`src/rtl/blink_seq_pkg.sv`:
```
// Shared types and constants for the blink pattern sequencer.
package blink_seq_pkg;

  typedef enum logic [1:0] {
    IDLE = 2'd0,
    RUN  = 2'd1,
    DONE = 2'd2
  } state_t;

  localparam logic [23:0] DEFAULT_DIV = 24'h7a1200;
  localparam int unsigned MIN_DIV     = 2;

endpackage

```
`src/rtl/blink_tick_gen.sv`:
```
// Bit-period divider: pulses tick during the last cycle of each div-cycle bit period.
module blink_tick_gen #(
  parameter int unsigned WIDTH = 24
) (
  input  logic             clk,
  input  logic             reset_n,
  input  logic             clear,
  input  logic             enable,
  input  logic [WIDTH-1:0] div,
  output logic             tick
);

  logic [WIDTH-1:0] count_q, count_d;
  logic             tick_q, tick_d;
  logic [WIDTH-1:0] last_count;

  assign last_count = div - 1'b1;

  always_comb begin
    count_d = count_q;
    if (clear) begin
      count_d = '0;
    end else if (enable) begin
      count_d = (count_q == last_count) ? '0 : count_q + 1'b1;
    end
    // Registered tick lines up with the cycle in which count sits at div-1.
    tick_d = enable && !clear && (count_d == last_count);
  end

  always_ff @(posedge clk or negedge reset_n) begin
    if (!reset_n) begin
      count_q <= '0;
      tick_q  <= 1'b0;
    end else begin
      count_q <= count_d;
      tick_q  <= tick_d;
    end
  end

  assign tick = tick_q;

endmodule

```
`src/rtl/blink_seq.sv`:
```
// Programmable LED blink sequencer: config port, IDLE/RUN/DONE FSM, bit index and pass counter.
// Define BLINK_SEQ_ACTIVE_LOW_EN to drive an active-low LED (led_out inverted).
module blink_seq #(
  parameter int unsigned      WIDTH       = 24,
  parameter logic [WIDTH-1:0] DEFAULT_DIV = WIDTH'(blink_seq_pkg::DEFAULT_DIV),
  parameter int unsigned      PAT_LEN     = 8
) (
  input  logic               clk,
  input  logic               reset_n,
  input  logic               cfg_valid,
  output logic               cfg_ready,
  input  logic [WIDTH-1:0]   cfg_div,
  input  logic [PAT_LEN-1:0] cfg_pattern,
  input  logic [7:0]         cfg_repeat,
  input  logic               start,
  input  logic               stop,
  output logic               busy,
  output logic               done,
  output logic               tick,
  output logic               led_out
);

  import blink_seq_pkg::*;

  localparam int unsigned      IDX_W     = (PAT_LEN > 1) ? $clog2(PAT_LEN) : 1;
  localparam logic [IDX_W-1:0] LAST_IDX  = IDX_W'(PAT_LEN - 1);
  localparam logic [WIDTH-1:0] MIN_DIV_W = WIDTH'(MIN_DIV);

`ifdef BLINK_SEQ_ACTIVE_LOW_EN
  localparam logic LED_INV = 1'b1;
`else
  localparam logic LED_INV = 1'b0;
`endif

  state_t             state_q, state_d;
  logic [WIDTH-1:0]   div_q, div_d;
  logic [PAT_LEN-1:0] pattern_q, pattern_d;
  logic [7:0]         repeat_q, repeat_d;
  logic [IDX_W-1:0]   idx_q, idx_d;
  logic [7:0]         pass_q, pass_d;
  logic               busy_q, busy_d;
  logic               done_q, done_d;
  logic               led_q, led_d;

  logic               handshake;
  logic [PAT_LEN-1:0] pattern_sel;
  logic [IDX_W-1:0]   idx_inc;
  logic [7:0]         pass_inc;
  logic               tick_w;
  logic               cnt_clear;
  logic               cnt_en;

  assign handshake = (state_q == IDLE) && cfg_valid;
  assign idx_inc   = idx_q + 1'b1;
  assign pass_inc  = pass_q + 8'd1;
  // A start coinciding with a handshake must play the freshly offered pattern.
  assign pattern_sel = handshake ? cfg_pattern : pattern_q;

  always_comb begin
    state_d   = state_q;
    div_d     = div_q;
    pattern_d = pattern_q;
    repeat_d  = repeat_q;
    idx_d     = idx_q;
    pass_d    = pass_q;
    busy_d    = busy_q;
    done_d    = 1'b0;
    led_d     = led_q;

    case (state_q)
      IDLE: begin
        if (handshake) begin
          div_d     = (cfg_div < MIN_DIV_W) ? MIN_DIV_W : cfg_div;
          pattern_d = cfg_pattern;
          repeat_d  = cfg_repeat;
        end
        if (start) begin
          state_d = RUN;
          idx_d   = '0;
          pass_d  = '0;
          busy_d  = 1'b1;
          led_d   = pattern_sel[0] ^ LED_INV;
        end
      end
      RUN: begin
        if (stop) begin
          state_d = IDLE;
          busy_d  = 1'b0;
          led_d   = LED_INV;
        end else if (tick_w) begin
          if (idx_q == LAST_IDX) begin
            idx_d  = '0;
            pass_d = pass_inc;
            if ((repeat_q != 8'd0) && (pass_inc == repeat_q)) begin
              state_d = DONE;
              busy_d  = 1'b0;
              done_d  = 1'b1;
              led_d   = LED_INV;
            end else begin
              led_d = pattern_q[0] ^ LED_INV;
            end
          end else begin
            idx_d = idx_inc;
            led_d = pattern_q[idx_inc] ^ LED_INV;
          end
        end
      end
      DONE: begin
        state_d = IDLE;
      end
      default: begin
        state_d = IDLE;
        busy_d  = 1'b0;
        led_d   = LED_INV;
      end
    endcase
  end

  always_ff @(posedge clk or negedge reset_n) begin
    if (!reset_n) begin
      state_q   <= IDLE;
      div_q     <= DEFAULT_DIV;
      pattern_q <= '1;
      repeat_q  <= '0;
      idx_q     <= '0;
      pass_q    <= '0;
      busy_q    <= 1'b0;
      done_q    <= 1'b0;
      led_q     <= LED_INV;
    end else begin
      state_q   <= state_d;
      div_q     <= div_d;
      pattern_q <= pattern_d;
      repeat_q  <= repeat_d;
      idx_q     <= idx_d;
      pass_q    <= pass_d;
      busy_q    <= busy_d;
      done_q    <= done_d;
      led_q     <= led_d;
    end
  end

  // The counter is held clear on every cycle that is not a continuing RUN cycle.
  assign cnt_en    = (state_q == RUN);
  assign cnt_clear = (state_q != RUN) || (state_d != RUN);

  blink_tick_gen #(
    .WIDTH (WIDTH)
  ) u_tick_gen (
    .clk     (clk),
    .reset_n (reset_n),
    .clear   (cnt_clear),
    .enable  (cnt_en),
    .div     (div_q),
    .tick    (tick_w)
  );

  assign cfg_ready = (state_q == IDLE);
  assign busy      = busy_q;
  assign done      = done_q;
  assign tick      = tick_w;
  assign led_out   = led_q;

endmodule

```
`config.mk`:
```
export PLATFORM = sky130hd
export DESIGN_NAME = blink_seq
export DESIGN_NICKNAME = d
export VERILOG_FILES = /design/src/rtl/blink_seq_pkg.sv /design/src/rtl/blink_tick_gen.sv /design/src/rtl/blink_seq.sv
export SDC_FILE = /design/constraint.sdc
export NUM_CORES = 1
export LEC_CHECK = 0
export BUFFER_PORTS_ARGS = -buffer_cell sky130_fd_sc_hd__buf_4
export CAP_MARGIN = 5
export CORE_MARGIN = 5
export CORE_UTILIZATION = 25
export CTS_BUF_LIST = sky130_fd_sc_hd__clkbuf_4 sky130_fd_sc_hd__clkbuf_8 sky130_fd_sc_hd__clkbuf_16
export DETAILED_ROUTE_END_ITERATION = 7
export HOLD_SLACK_MARGIN = 0.08
export PLACE_DENSITY = 0.4
export SETUP_SLACK_MARGIN = 0.1
export SYNTH_ARGS = -nofsm -noshare
export SYNTH_HDL_FRONTEND = slang
export SYNTH_HIERARCHICAL = 1
export SYNTH_SLANG_ARGS = --single-unit
```
`constraint.sdc`:
```
create_clock -name clk -period 7.4 [get_ports clk]
set_input_delay 1.48 -clock clk [delete_from_list [all_inputs] [get_ports clk]]
set_output_delay 1.48 -clock clk [all_outputs]
set_load 0.01 [all_outputs]
```
-- Word-level counts from Yosys, hierarchy flattened
Index checks and enable logic that the tools add are counted.
- flip-flop bits (word level): 81
- input bits: 45
- logic and storage cells: 88
- $add $sub $neg: 4
- magnitude comparators: 2
- equal/unequal tests: 15
- muxes and demuxes: 40
- bitwise operators: 1
- reduce and logical (&&, ||, !) cells: 14
- operator list (kind ; count):
    24-bit 2-to-1 mux ; 4
    24-bit == test ; 2
    8-bit 2-to-1 mux ; 4
    24-bit by 1-bit adder with 24-bit output (second input constant) ; 1
    24-bit by 2-bit less-than comparator with 1-bit output (second input constant) ; 1
    24-bit by 1-bit subtractor with 24-bit output (second input constant) ; 1
    1-bit 2-to-1 mux ; 17
    8-bit case mux with 2 select lines ; 1
    3-bit 2-to-1 mux ; 4
    2-bit 2-to-1 mux ; 5
    5-bit AND reduction ; 2
    3-bit inequality test (second input constant) ; 3
    8-bit by 1-bit adder with 8-bit output (second input constant) ; 1
    8-bit == test ; 1
    8-bit nonzero test ; 1
    2-bit by 1-bit inequality test with 1-bit output (second input constant) ; 3
    2-bit inequality test (second input constant) ; 3
    1-bit case mux with 3 select lines ; 2
    3-bit case mux with 2 select lines ; 1
    1-bit logical AND ; 4
    3-bit by 4-bit less-than comparator with 1-bit output (second input constant) ; 1
    2-bit case mux with 2 select lines ; 1
    4-bit AND reduction ; 1
    3-bit by 1-bit adder with 3-bit output (second input constant) ; 1
    11 further kinds ; 11

-- Logic depth before layout (Yosys ltp)
Gate-level depths: netlist of run 1.
- depth in word-level cells: 13
- depth in mapped cells: 17
- mapped depth without buffers: 16

-- By module
The synthesis of run 1 kept the hierarchy.
- by module, submodules not included (module ; times used ; cells an instance ; area each (µm²)):
    blink_tick_gen ; 1 ; 421 ; 3310.7
    blink_seq ; 1 ; 227 ; 2725.1

-- Worst setup path after synthesis of run 1
No wires, ideal clock.
- kind: input -> register
- from: input port stop
- to: register u_tick_gen.tick_q (netlist: u_tick_gen/tick)
- data arrival time: 3.835 ns
- path slack: 3.469 ns
- cell stages on the path: 12
- path buffers: 1
- cells stage by stage: nand2b_1 -> or2_1 -> clkbuf_1 -> inv_1 -> o211ai_1 -> a221o_1 -> a2111oi_0 -> o2111ai_1 -> nor3_1 -> o2111ai_1 -> or3b_1 -> nor4_2
- longest elaborated chain between the ends: 7
- ends and longest elaborated chain (what ; line ; text):
    from (decl) ; blink_seq.sv:16 ; input logic stop,
    2-bit 2-to-1 mux * ; blink_seq.sv:86 ; if (stop) begin
    2-bit case mux with 2 select lines * ; blink_seq.sv:70 ; case (state_q)
    2-bit by 1-bit inequality test with 1-bit output * ; blink_seq.sv:145 ; assign cnt_clear = (state_q != RUN) || (state_d != RUN);
    1-bit logical OR * ; blink_seq.sv:145 ;
    named net cnt_clear ; blink_seq.sv:50 ; logic cnt_clear;
    24-bit 2-to-1 mux / 1-bit zero test (equally long branches) ; blink_tick_gen.sv:21, blink_tick_gen.sv:27 ;
    24-bit == test / 1-bit logical AND (equally long branches) ; blink_tick_gen.sv:27 ; tick_d = enable && !clear && (count_d == last_count);
    1-bit logical AND * ; blink_tick_gen.sv:27 ;
    named net u_tick_gen.tick_d ; blink_tick_gen.sv:14 ; logic tick_q, tick_d;
    to (signal assigned) ; blink_tick_gen.sv:36 ; tick_q <= tick_d;
    to (decl) ; blink_tick_gen.sv:14 ;
The timed path passes the listed nets; every way through them passes the cells marked *.
A chain may end at the register's enable or synchronous reset.

-- Worst setup path after layout of run 1
- from: register div_q[3]
- to: register u_tick_gen.count_q[8]
- longest elaborated chain between the ends: 5
- ends and longest elaborated chain (what ; line ; text):
    from (decl) ; blink_seq.sv:36 ; logic [WIDTH-1:0] div_q, div_d;
    from (signal assigned) ; blink_seq.sv:132 ; div_q <= div_d;
    24-bit by 1-bit subtractor with 24-bit output ; blink_tick_gen.sv:17 ; assign last_count = div - 1'b1;
    24-bit == test ; blink_tick_gen.sv:24 ; count_d = (count_q == last_count) ? '0 : count_q + 1'b1;
    24-bit 2-to-1 mux ; blink_tick_gen.sv:24 ;
    24-bit 2-to-1 mux ; blink_tick_gen.sv:23 ; end else if (enable) begin
    24-bit 2-to-1 mux ; blink_tick_gen.sv:21 ; if (clear) begin
    named net u_tick_gen.count_d[8] ; blink_tick_gen.sv:13 ; logic [WIDTH-1:0] count_q, count_d;
    to (signal assigned) ; blink_tick_gen.sv:35 ; count_q <= count_d;
    to (decl) ; blink_tick_gen.sv:13 ;
The timed path passes the listed nets, and every way through them passes these cells.

==> out/summary.txt, run 1 <==
Critical path buffers and inverters = 0
Num CTS Buffers = 9
Number of distinct library cells after synthesis = 80
Antenna-violating nets left = 0
Tcrit/Tclk final = 60.9%
CTS Buffer Depth = 2
Largest net degree at the start of global routing = 55
Layout cells sized above 1 = 21.9%
Port-buffer cells = 49
Final setup vio count = 0
Leakage = 2.53 nW
Skew final = 12.1 ps
Vias = 5245
Critical path class = flip-flop to flip-flop
Net switching power = 560 uW
Final Hold Fails = 0
Rel. slew slack = 34.4%
Initial DRT Pass Iterations = 5
I/O pin total = 50
Delay-heaviest family, CP = simple AND/OR/NAND/NOR gates
Die height = 165 um
Antenna diode instance count = 0
Fmax = 222 MHz
Post-Syn Nets = 698
Post-Synthesis Cells = 648
Status = complete, no violations
Die W = 165 um
Max-slew violation count = 0
Synthesis Warnings = 6
Most used DFF post-synth = dfrtp_1
Worst-path cell chain = nor3_2 > nand3_2 > nor4b_1 > o21ai_0 > or4_4 > nor4_4 > nand2_1 > nand2_1 > nor2_1
Root Buffer = clkbuf_16
Routability Congestion = 0.918
Vias per cell = 5.29
Total detailed-routing wirelength = 20.2 mm
Max Cap Violations = 0
Setup TNS = 0 ps
Num rows = 56
Hold Buf Count CTS = 0
GRT Overall Usage = 15.3%
Initial DRC count = 426
RSZ-0062 raised after global routing = false
Global-route wire length before repair = 31.9 mm
Sink Count = 81
Switching Share = 36.5%
CTS tree = yes
Synth-to-layout area growth = 14.1%
WHS = 500 ps
Core Region = 0.0236 mm2
CTS resizes = 0
Power density cells = 223 mW/mm2
DP HPWL = 16.0 mm
Die area = 0.0274 mm2
DRC = 0
Int Pwr = 975 uW
Wire length per cell = 20.4 um
Worst setup SP type = flip-flop
Fin nets = 717
Vias in the first global route = 5276
Initial Utilization = 25.6%
Synthesized cell area = 0.00604 mm2
Synthesized flop and latch total = 81
Comb power frac = 28.9%
Worst-Margin Slew = 984 ps
Avg Cell Area, Syn = 9.31 um2
H-tree depth = 3
Sequential power share = 41.9%
CP required = 7600 ps
CP Data Arrival Time = 4700 ps
Worst path slowest cell = nor4b_1
Most frequent CP cell = nand2_1
Clk pwr share = 29.2%
Crit path capture type = flip-flop
Reg clk slew, reported paths = 70 ps
Sequential-to-total area share from yosys stat = 33.9%
EDFF count, synth = 0
Worst VDD drop = 0.121 mV
Clk_lat worst skew = 350 ps
Min Tclk post-route = 4500 ps
Worst path max stage delay = 710 ps
Post-CTS setup buffers = 0
Grt ovf = 0
CP max FO = 21
Ys async rst share = 100%
Initial antenna violation count = 0
Min-Delay Path Class = flip-flop to flip-flop
[metal layers]
metal	global-route usage [%]	part of all wire, %	routed length (um)	up-vias
met4	4.31	1.8	368	0
met3	2.85	5.0	1010	20
met5	0	0	0	-
li1	-	-	-	2461
met2	23.5	45	9160	146
met1	21.8	48	9670	2618
[cells by family (layout without fill, tap and decap cells)]
group | Yosys count | after routing | synth area share, %
AO/OA/AOI/OAI | 109 | 109 | 13.0
XOR/XNOR | 68 | 68 | 11.0
adder cells (fa/ha/maj) | 5 | 5 | 1.04
buffers and inverters | 56 | 80 | 4.35
flip-flops | 81 | 81 | 33.9
multiplexers | 51 | 51 | 9.70
AND/OR/NAND/NOR | 278 | 278 | 27.0
[cells in the final DEF (no fill, tap or decap), types with 6 or more instances in the layout]
cell type   n
dfrtp_1    66
buf_4      50
nor2_1     48
mux2_2     40
xnor2_1    36
nand2_1    36
o21ai_0    28
xor2_1     27
nor4_1     26
nand4_1    22
nor3_1     22
nand3_1    19
a21oi_1    15
dfstp_2    15
inv_1      14
or3_1      13
nand2b_1   12
and3_1     10
or4_1      10
nor2b_1     9
and2_1      9
mux2i_1     9
o31ai_1     9
clkbuf_16   9
nor4b_1     7
a211oi_1    6
[registers in the layout (all words and copies together), names as in the netlist]
signal / cells
busy: 1
div_q: 24
done: 1
idx_q: 3
led_out: 1
pass_q: 8
pattern_q: 8
repeat_q: 8
state_q: 2
u_tick_gen/count_q: 24
u_tick_gen/tick: 1
[synthesized netlist by cell type, types with 4 or more instances]
library cell | number | share of area, %
mux2i_1 | 9 | 1.5
nand2b_1 | 12 | 1.2
a21oi_1 | 15 | 1.2
ha_1 | 5 | 1.0
dfrtp_1 | 66 | 27
o21a_1 | 4 | 0.50
and2_1 | 10 | 1.0
o2111ai_1 | 4 | 0.58
nor2b_1 | 9 | 0.93
dfstp_2 | 15 | 6.5
and3_1 | 10 | 1.0
clkbuf_1 | 21 | 1.3
nor4b_1 | 7 | 1.0
or3_1 | 13 | 1.3
xor2_1 | 27 | 3.9
nor4_1 | 26 | 2.7
nand4_1 | 22 | 2.3
xnor2_1 | 36 | 5.2
a31oi_1 | 5 | 0.52
and4_1 | 4 | 0.58
nor2_1 | 48 | 3.0
nor4_2 | 5 | 1.0
o31ai_1 | 9 | 1.1
or4_1 | 10 | 1.2
mux2_2 | 40 | 7.5
inv_1 | 14 | 0.87
nand2_1 | 36 | 2.2
nor3_1 | 22 | 1.8
a211oi_1 | 6 | 0.75
buf_2 | 12 | 1.0
buf_6 | 4 | 0.75
a221o_1 | 4 | 0.66
nand3_1 | 19 | 1.6
o21ai_0 | 28 | 2.3
[cell type report]
type / instances / area [um2]
Clock buffer: 11 / 246
Clock inverter: 5 / 40.0
Fill cell: 2528 / 16700
Inverter: 14 / 52.6
Multi-Input combinational cell: 511 / 3730
Sequential cell: 81 / 2050
Tap cell: 319 / 399
Timing Repair Buffer: 50 / 375
[metrics by stage]
| stage | worst slack (ps) | utilization, % | cell area, um2 | instances | total power [mW] |
|---|---|---|---|---|---|
| final | 2900 | 29.2 | 6890 | 991 | 1.54 |
| after CTS | 2910 | 29.2 | 6890 | 991 | 1.55 |
| after global routing | 2450 | 29.2 | 6890 | 991 | 1.62 |
| after detailed placement | 2620 | 28.0 | 6600 | 975 | 1.09 |
| after global placement | 2650 | 28.0 | 6600 | 975 | 1.10 |
| after floorplan | 3470 | - | 6040 | 648 | 0.950 |
[worst reg2reg max path, cell delays in order (launching register included)]
cell,delay [ps]
dfrtp_1,490
nor3_2,660
nand3_2,430
nor4b_1,720
o21ai_0,190
or4_4,470
nor4_4,470
nand2_1,190
nand2_1,610
nor2_1,130
[power groups by stage]
stage	sequential (mW)	clock [mW]	combinational, mW
2_1_floorplan	0.577	0	0.373
3_3_place_gp	0.652	0	0.445
3_5_place_dp	0.653	0	0.442
4_1_cts	0.644	0.466	0.444
5_1_grt	0.659	0.480	0.487
6_report	0.643	0.449	0.444
[path summary, 6_finish.rpt]
path,from,end,slack (ps),cells past startpoint
worst max-delay path,div_q[3],u_tick_gen/count_q[8],2900,9
worst min-delay path,idx_q[1],idx_q[1],500,2
worst max register to register,div_q[3],u_tick_gen/count_q[8],2900,9
worst min register to register,idx_q[1],idx_q[1],500,2
max in group asynchronous,reset_n,u_tick_gen/count_q[13],5290,2
min in group asynchronous,reset_n,div_q[13],1050,1
Power figures use the tool's default switching activity.
==> run 2, diff against run 1 <==
--- a/config.mk
+++ b/config.mk
@@ -12,7 +12,7 @@
 export CTS_BUF_LIST = sky130_fd_sc_hd__clkbuf_4 sky130_fd_sc_hd__clkbuf_8 sky130_fd_sc_hd__clkbuf_16
 export DETAILED_ROUTE_END_ITERATION = 7
 export HOLD_SLACK_MARGIN = 0.08
-export PLACE_DENSITY = 0.4
+export PLACE_DENSITY = 0.41
 export SETUP_SLACK_MARGIN = 0.1
 export SYNTH_ARGS = -nofsm -noshare
 export SYNTH_HDL_FRONTEND = slang
==> constraint.sdc (replaced) <==
create_clock -name clk -period 4 [get_ports clk]
set_input_delay 0.8 -clock clk [delete_from_list [all_inputs] [get_ports clk]]
set_output_delay 0.8 -clock clk [all_outputs]
set_load 0.01 [all_outputs]
==> out/summary.txt, run 2 (synthesis results as in run 1) <==
Initial DRT Pass Iterations = 5 (unchanged)
Most frequent cells in the layout = 87 x buf_4, 66 x dfrtp_1, 48 x nor2_1
Min Tclk post-route = 3740 ps (-760 ps)
Crit path capture type = flip-flop
Status = complete, no violations
Hold Buf Count CTS = 0 (unchanged)
Leakage = 2.74 nW (+8.5%)
CTS Buffer Depth = 2 (unchanged)
Final Instance Count excl. Fillers = 1029 (+3.8%)
Fin nets = 755 (+5.3%)
Top Registers = div_q: 24 flops, u_tick_gen/count_q: 24 flops
Die area = 0.0274 mm2 (unchanged)
Vias per cell = 5.17 (-2.4%)
Tcrit/Tclk final = 93.6% (+33 points)
Num CTS Buffers = 9 (unchanged)
Sink Count = 81 (unchanged)
Vias = 5318 (+1.4%)
Global-route wire length before repair = 32.2 mm (+0.89%)
Vias in the first global route = 5410 (+2.5%)
DRC = 0 (unchanged)
Skew final = 10.6 ps (-1.50 ps)
Power density cells = 412 mW/mm2 (+85%)
Routability Congestion = 0.897 (-2.3%)
Largest net degree at the start of global routing = 72 (+31%)
Total detailed-routing wirelength = 20.0 mm (-1.0%)
Final setup vio count = 0 (unchanged)
Initial DRC count = 380 (-11%)
I/O pin total = 50 (unchanged)
Max Cap Violations = 0 (unchanged)
Setup TNS = 0 ps (unchanged)
Core Region = 0.0236 mm2 (unchanged)
Num rows = 56 (unchanged)
Initial antenna violation count = 0 (unchanged)
DP HPWL = 15.9 mm (-0.74%)
Antenna-violating nets left = 0 (unchanged)
Worst VDD drop = 0.181 mV (+49%)
RSZ-0062 raised after global routing = false
Port-buffer cells = 49 (unchanged)
Placed Cells incl. Taps = 1012 (+3.8%)
Min-Delay Path Class = flip-flop to flip-flop
Synth-to-layout area growth = 20.2%
Reg clk slew, reported paths = 70 ps (about the same)
Rel. slew slack = 33.2% (-1.2 points)
Layout cells sized above 1 = 27.5% (+5.6 points)
Worst setup SP type = flip-flop
Commonest non-fill, non-tap cell in the layout = buf_4
CTS tree = yes
Critical path class = flip-flop to flip-flop
Initial Utilization = 25.6% (unchanged)
CP required = 4260 ps (-3340 ps)
Die W = 165 um (unchanged)
CP max FO = 5 (-76%)
Antenna diode instance count = 0 (unchanged)
GRT Overall Usage = 15.2% (-0.020 points)
Fmax = 267 MHz (+20%)
H-tree depth = 3 (unchanged)
Grt ovf = 0 (unchanged)
Die height = 165 um (unchanged)
CP Data Arrival Time = 4000 ps (-700 ps)
Root Buffer = clkbuf_16
Final Hold Fails = 0 (unchanged)
Clk_lat worst skew = 360 ps (about the same)
Max-slew violation count = 0 (unchanged)
Wire length per cell = 19.4 um (-4.7%)
Worst-Margin Slew = 1000 ps (+18.5 ps)
[run 2: final timing paths]
check | startpoint | to | slack (ps) | depth (start not counted)
setup / recovery | div_q[1] | u_tick_gen/tick | 260 | 12
hold / removal | idx_q[1] | idx_q[1] | 500 | 2
setup reg to reg | div_q[1] | u_tick_gen/tick | 260 | 12
hold reg to reg | idx_q[1] | idx_q[1] | 500 | 2
max in group asynchronous | reset_n | state_q[1] | 2670 | 2
min in group asynchronous | reset_n | div_q[23] | 580 | 1
[run 2: metrics by stage]
stage | total power, mW | instance area (um2) | utilization [%] | hold WS, ps | worst slack, ps
2_1_floorplan | 1.76 | 6040 | - | 454 | 381
3_3_place_gp | 2.10 | 6890 | 29.2 | 474 | 68.2
3_5_place_dp | 2.11 | 6890 | 29.2 | 488 | 76.9
4_1_cts | 3.00 | 7200 | 30.5 | 503 | 112
5_1_grt | 3.16 | 7250 | 30.7 | 540 | 127
6_report | 2.99 | 7250 | 30.7 | 497 | 256
[run 2: final cells by class]
| class | instances | area [um2] |
|---|---|---|
| Clock inverter | 6 | 67.6 |
| Clock buffer | 10 | 233 |
| Tap cell | 319 | 399 |
| Sequential cell | 81 | 2050 |
| Inverter | 14 | 52.6 |
| Timing Repair Buffer | 88 | 673 |
| Fill cell | 2530 | 16400 |
| Multi-Input combinational cell | 511 | 3780 |
[run 2: layer usage]
metal	routed length, um	vias to the layer above	track usage, %
met2	9250	129	24.6
li1	-	2525	-
met4	283	0	3.49
met3	853	20	2.08
met5	0	-	0
met1	9610	2644	21.7
[run 2: worst max-delay path, stage by stage (launching register included)]
cell and delay (ps):
dfrtp_1 420, inv_1 70, ha_2 180, or4b_4 510, or4_4 490, o21ai_1 140
mux2i_1 90, or4_4 530, nor4_4 370, buf_4 190, o31ai_1 70, a22o_1 300
nor4_2 270
[run 2: repair_timing]
item | CTS | global route
pin swaps | 0 | 1
hold endpoints to repair | 0 | 0
resized for setup | 1 | 12
setup buffers | 0 | 1
setup endpoints to repair | 1 | 7
[run 2: power by group]
| part | internal (mW) | switching, mW |
|---|---|---|
| clock network | 0.495 | 0.376 |
| logic | 0.462 | 0.516 |
| registers | 0.966 | 0.171 |
